--- config.mk ---
export PLATFORM = sky130hd
export DESIGN_NAME = dp_ram_be
export DESIGN_NICKNAME = d
export VERILOG_FILES = /design/src/rtl/dp_ram_pkg.sv /design/src/rtl/dp_ram_rd_pipe.sv /design/src/rtl/dp_ram_be.sv
export SDC_FILE = /design/constraint.sdc
export NUM_CORES = 1
export LEC_CHECK = 0
export ABC_CLOCK_PERIOD_IN_PS = 5300
export CORE_MARGIN = 8
export CORE_UTILIZATION = 40
export DETAILED_ROUTE_END_ITERATION = 10
export PLACE_DENSITY = 0.57
export SYNTH_ARGS = -nofsm -noshare
export SYNTH_HDL_FRONTEND = slang
export SYNTH_SLANG_ARGS = --single-unit
--- constraint.sdc ---
create_clock -name clk -period 5.3 [get_ports clk]
set_input_delay 0.53 -clock clk [delete_from_list [all_inputs] [get_ports clk]]
set_output_delay 0.53 -clock clk [all_outputs]
set_load 0.1 [all_outputs]
--- src/rtl/dp_ram_pkg.sv ---
// Shared types and helpers for the byte-enable dual-port RAM.
package dp_ram_pkg;

   localparam int unsigned MAX_WIDTH = 1024;
   localparam int unsigned MAX_BYTES = MAX_WIDTH / 8;

   typedef enum int unsigned {
      READ_FIRST  = 0,
      WRITE_FIRST = 1
   } rdw_mode_e;

   typedef enum logic {
      CLEAR = 1'b0,
      IDLE  = 1'b1
   } clr_state_e;

   // Replace the bytes of old_word selected by be with those of new_word.
   function automatic logic [MAX_WIDTH-1:0] byte_merge(
      input logic [MAX_WIDTH-1:0] old_word,
      input logic [MAX_WIDTH-1:0] new_word,
      input logic [MAX_BYTES-1:0] be
   );
      logic [MAX_WIDTH-1:0] merged;
      merged = old_word;
      for (int unsigned i = 0; i < MAX_BYTES; i++) begin
         if (be[i]) merged[8*i +: 8] = new_word[8*i +: 8];
      end
      return merged;
   endfunction

endpackage

--- src/rtl/dp_ram_rd_pipe.sv ---
// Read data / valid output registers, one or two stages deep.
module dp_ram_rd_pipe #(
   parameter int unsigned WIDTH        = 32,
   parameter int unsigned READ_LATENCY = 1
) (
   input  logic             clk,
   input  logic             rst_n,
   input  logic             valid,
   input  logic [WIDTH-1:0] data,
   output logic [WIDTH-1:0] rd,
   output logic             rvalid
);

   logic             v1;
   logic [WIDTH-1:0] d1;

   // Data only advances with a valid access so rd holds otherwise.
   always_ff @(posedge clk or negedge rst_n) begin
      if (!rst_n) begin
         v1 <= 1'b0;
         d1 <= '0;
      end else begin
         v1 <= valid;
         if (valid) d1 <= data;
      end
   end

   if (READ_LATENCY >= 2) begin : g_lat2
      logic             v2;
      logic [WIDTH-1:0] d2;

      always_ff @(posedge clk or negedge rst_n) begin
         if (!rst_n) begin
            v2 <= 1'b0;
            d2 <= '0;
         end else begin
            v2 <= v1;
            if (v1) d2 <= d1;
         end
      end

      assign rd     = d2;
      assign rvalid = v2;
   end else begin : g_lat1
      assign rd     = d1;
      assign rvalid = v1;
   end

endmodule

--- src/rtl/dp_ram_be.sv ---
// True dual-port RAM with byte enables, read-during-write mode and a clear engine.
module dp_ram_be
   import dp_ram_pkg::*;
#(
   parameter int unsigned      DEPTH        = 16,
   parameter int unsigned      WIDTH        = 32,
   parameter int unsigned      READ_LATENCY = 1,
   parameter int unsigned      RDW_MODE     = 0,
   parameter logic [WIDTH-1:0] INIT_VALUE   = '0
) (
   input  logic                       clk,
   input  logic                       rst_n,
   input  logic                       clear_req,
   output logic                       ready,
   input  logic                       en_a,
   input  logic                       we_a,
   input  logic [WIDTH/8-1:0]         be_a,
   input  logic [$clog2(DEPTH)-1:0]   addr_a,
   input  logic [WIDTH-1:0]           wd_a,
   output logic [WIDTH-1:0]           rd_a,
   output logic                       rvalid_a,
   input  logic                       en_b,
   input  logic                       we_b,
   input  logic [WIDTH/8-1:0]         be_b,
   input  logic [$clog2(DEPTH)-1:0]   addr_b,
   input  logic [WIDTH-1:0]           wd_b,
   output logic [WIDTH-1:0]           rd_b,
   output logic                       rvalid_b,
   output logic                       collision
);

   localparam int unsigned AW = $clog2(DEPTH);

   logic [WIDTH-1:0] mem [DEPTH];

   clr_state_e       state, state_next;
   logic [AW-1:0]    cnt, cnt_next;

   logic             acc_a, acc_b, ok_a, ok_b, wr_a, wr_b, same_addr;
   logic [WIDTH-1:0] old_a, old_b, own_a, own_b, word_a_new;
   logic [WIDTH-1:0] rdata_a, rdata_b;

   // Clear engine state register; ready tracks the next state so it is a flop.
   always_ff @(posedge clk or negedge rst_n) begin
      if (!rst_n) begin
         state     <= CLEAR;
         cnt       <= '0;
         ready     <= 1'b0;
         collision <= 1'b0;
      end else begin
         state     <= state_next;
         cnt       <= cnt_next;
         ready     <= (state_next == IDLE);
         collision <= wr_a & wr_b & same_addr & (|(be_a & be_b));
      end
   end

   always_comb begin
      state_next = state;
      cnt_next   = cnt;
      case (state)
         CLEAR: begin
            cnt_next = cnt + AW'(1);
            if (cnt == AW'(DEPTH - 1)) begin
               state_next = IDLE;
               cnt_next   = '0;
            end
         end
         IDLE: begin
            if (clear_req) begin
               state_next = CLEAR;
               cnt_next   = '0;
            end
         end
         default: begin
            state_next = CLEAR;
            cnt_next   = '0;
         end
      endcase
   end

   assign acc_a     = ready & en_a;
   assign acc_b     = ready & en_b;
   assign ok_a      = 32'(addr_a) < DEPTH;
   assign ok_b      = 32'(addr_b) < DEPTH;
   assign wr_a      = acc_a & we_a & ok_a;
   assign wr_b      = acc_b & we_b & ok_b;
   assign same_addr = (addr_a == addr_b);

   assign old_a = ok_a ? mem[addr_a] : INIT_VALUE;
   assign old_b = ok_b ? mem[addr_b] : INIT_VALUE;
   assign own_a = WIDTH'(byte_merge(MAX_WIDTH'(old_a), MAX_WIDTH'(wd_a), MAX_BYTES'(be_a)));
   assign own_b = WIDTH'(byte_merge(MAX_WIDTH'(old_b), MAX_WIDTH'(wd_b), MAX_BYTES'(be_b)));

   // Same-address double write: B's bytes first, then A's bytes on top.
   assign word_a_new = (wr_b && same_addr)
      ? WIDTH'(byte_merge(MAX_WIDTH'(own_b), MAX_WIDTH'(wd_a), MAX_BYTES'(be_a)))
      : own_a;

   assign rdata_a = !ok_a ? INIT_VALUE
                  : (RDW_MODE == WRITE_FIRST && we_a) ? own_a : old_a;
   assign rdata_b = !ok_b ? INIT_VALUE
                  : (RDW_MODE == WRITE_FIRST && we_b) ? own_b : old_b;

   always_ff @(posedge clk) begin
      if (state == CLEAR) begin
         mem[cnt] <= INIT_VALUE;
      end else begin
         if (wr_b && !(wr_a && same_addr)) mem[addr_b] <= own_b;
         if (wr_a)                         mem[addr_a] <= word_a_new;
      end
   end

   dp_ram_rd_pipe #(
      .WIDTH        (WIDTH),
      .READ_LATENCY (READ_LATENCY)
   ) u_pipe_a (
      .clk    (clk),
      .rst_n  (rst_n),
      .valid  (acc_a),
      .data   (rdata_a),
      .rd     (rd_a),
      .rvalid (rvalid_a)
   );

   dp_ram_rd_pipe #(
      .WIDTH        (WIDTH),
      .READ_LATENCY (READ_LATENCY)
   ) u_pipe_b (
      .clk    (clk),
      .rst_n  (rst_n),
      .valid  (acc_b),
      .data   (rdata_b),
      .rd     (rd_b),
      .rvalid (rvalid_b)
   );

endmodule

==> metrics.txt <==
# IOs=155; post-CTS sizing=0; pre-CTS worst setup slack=0.8210 ns; Yosys top cell by area=edfxtp_1; Post-synth EDFFs=512; CORE AREA=81580 um^2; drt first-iter violations=4122; most common cell after layout, fill and taps aside=edfxtp_1; count of final hold-check violations=0; htree depth=3; PortBufs=154; syn nets=2319; asr flop ratio synth=12.33%; Seq cells post-synth=584; kind of critical path=in -> reg; measured slew at the worst slew-check pin=1.160 ns; R2R depth=6; # rows=105; crit path max-delay cell type=nor3_2; post-route setup slack=1.286 ns; via/cell ratio=7.369; Area contributors post-synth=edfxtp_1, mux4_2, o22ai_1; Critical Path, Cell by Cell=clkdlybuf4s50_1, xnor2_1, nand4_2, nor3_2, nand4_1, a32oi_1; post-detailed-route count of antenna-violating nets=0; postcts setup bufs=0; ys flop type=edfxtp_1; drt pass-1 iters=6; CTS Hold Bufs=1; Max Slew Vio Count=0; GPL Wtd Cong=0.8985; post-synth top area share=46.94%; Peak VDD IR=0.0003015 V; crit path launch type=input port; DR DRC count=0; Period minus WS final=4.014 ns; DR WL/cell=39.28 um; DPL Wire Length=84120 um; Vias=25590; die width=302.1 um; post-synth design cell area=32750 um^2; RR Endpoint=mem[10][25]; most frequent cells in the layout=edfxtp_1, o22ai_1, mux4_2, clkdlybuf4s50_1, buf_4; status=finished, final reports clean; clock slew at reported path FFs=0.07 ns; Synthesis Warnings=0; die span in y=302.1 um; post-synthesis cell count=2231; crit share post-route=75.74%; r2r setup slk=1.35 ns; final instance area=38000 um^2; area of the multi-input gates=14370 um^2; vias in the first global route=25740; Layout area overhead=16.04%; max_cap viols=0; register area=17180 um^2; Slew HR=21.95%; crit-path max FO=17; pin count of the biggest net entering global routing=63; Worst-Skew Late Latency=0.62 ns; Hold Path Class=in -> async; initial core utilization=40.14%; Tot GR Track Use=29.33%; RR Startpoint=state; remaining global-route overflow=0; Root Driver=clkbuf_16; max frequency=249.1 MHz; WP buf/inv=1; cell family with most CP delay=simple AND/OR/NAND/NOR gates; clk_skew=0.03314 ns; cts bufs inserted=68; clock tree sinks=584; Avg Cell Area, Syn=14.68 um^2; Netlist cell types=59; TritonCTS clock tree=done; pwr dens=456.2 nW/um^2; crit path DAT=4.45 ns; crit end category=flip-flop; first-pass GRT wire length=191600 um; nets@finish=2438; DP Area=35740 um^2; DIE AREA=91290 um^2; final core occ=46.58%; initial antenna violation count=1; layout cells sized above 1=28.98%; Post-Layout Cell Count=3473; placed insts=3349; Filler cells=7125; final setup fails=0; RSZ-0062 raised after global routing=no; Seq/Total Area, Yosys=52.44%; Clock Tree Buf Depth=3; WP data required=5.73 ns; setup_tns=0 ns; WL final=136400 um; Max stage delay on crit path=0.94 ns; leakage=13.19 nW
## routing by layer
metal / global-route usage [%] / wire [um] / vias to the layer above
met2: 45.13 / 60970 / 2278
met5: 0 / 0 / -
met1: 37.99 / 48910 / 13000
li1: - / - / 9792
met4: 15.75 / 8652 / 0
met3: 7.525 / 17880 / 528
## report_power, final
part	switching [mW]	total, mW	leakage [nW]	internal, mW
logic	4.14	5.85	6.38	1.71
clock network	2.04	4.89	1.10	2.86
registers	0.526	6.59	5.71	6.07
total	6.70	17.3	13.2	10.6
## worst register-to-register path: stages, from the launching register on
cell and delay, ns:
dfrtp_1 0.84, nand3_1 0.42, nor3b_2 0.60, nand2_4 0.54, mux2i_1 0.90, buf_4 0.28, o22ai_1 0.09
## metrics by stage
stage / power, mW / hold slack, ns
2_1_floorplan: 10.45 / 0.2344
3_3_place_gp: 12.37 / 0.4315
3_5_place_dp: 12.43 / 0.4351
4_1_cts: 17.28 / 0.3447
5_1_grt: 17.76 / 0.3922
6_report: 17.34 / 0.3568
## final cells by class
cell class / instances / share of cell area (%)
clock buffers: 87 / 4.938
repair buffers: 310 / 7.470
flip-flops and latches: 584 / 45.20
clock inverters: 35 / 0.9976
inverters: 6 / 0.05926
multi-input cells: 1380 / 37.81
diodes: 1 / 0.006585
well taps: 1070 / 3.523
## cell usage after synthesis (6+ instances only)
master	n
a22oi_1	63
a22oi_2	7
a22oi_4	24
a32oi_1	18
buf_1	15
buf_2	48
buf_4	55
buf_6	28
clkbuf_1	113
dfrtp_1	72
edfxtp_1	512
mux2_2	66
mux2i_1	70
mux4_1	10
mux4_2	245
nand2_1	116
nand2b_1	38
nor2_1	24
nor2b_1	6
o211ai_1	30
o21ai_0	20
o21ai_1	27
o21bai_1	31
o221ai_2	30
o22a_1	30
o22ai_1	469
## how the worst max path moves through the flow
stage / start / endpoint / slack, ns / depth (start not counted)
6_report: addr_a[3] / mem[5][31] / 1.29 / 6
2_1_floorplan: state / mem[7][0] / 0.12 / 8
5_1_grt: addr_a[2] / mem[8][31] / 1.13 / 6
4_1_cts: addr_a[2] / mem[3][15] / 1.45 / 8
3_3_place_gp: addr_a[2] / mem[8][31] / 0.88 / 6
3_5_place_dp: addr_a[2] / mem[3][3] / 0.82 / 8
## state kept, by name, indices dropped and copies added (netlist names)
signal	count
state	1
cnt	4
collision	1
u_pipe_a.rvalid	1
u_pipe_b.rvalid	1
u_pipe_a.rd	32
u_pipe_b.rd	32
mem	512
## cells by family after synthesis
| kind of cell | synth area share (%) |
|---|---|
| buffers and inverters | 4.554 |
| multiplexers | 22.06 |
| AO/OA/AOI/OAI | 17.55 |
| XOR/XNOR | 0.1337 |
| flip-flops | 52.45 |
| AND/OR/NAND/NOR | 3.221 |
| adder cells (fa/ha/maj) | 0.03820 |
Power figures use the tool's default switching activity.
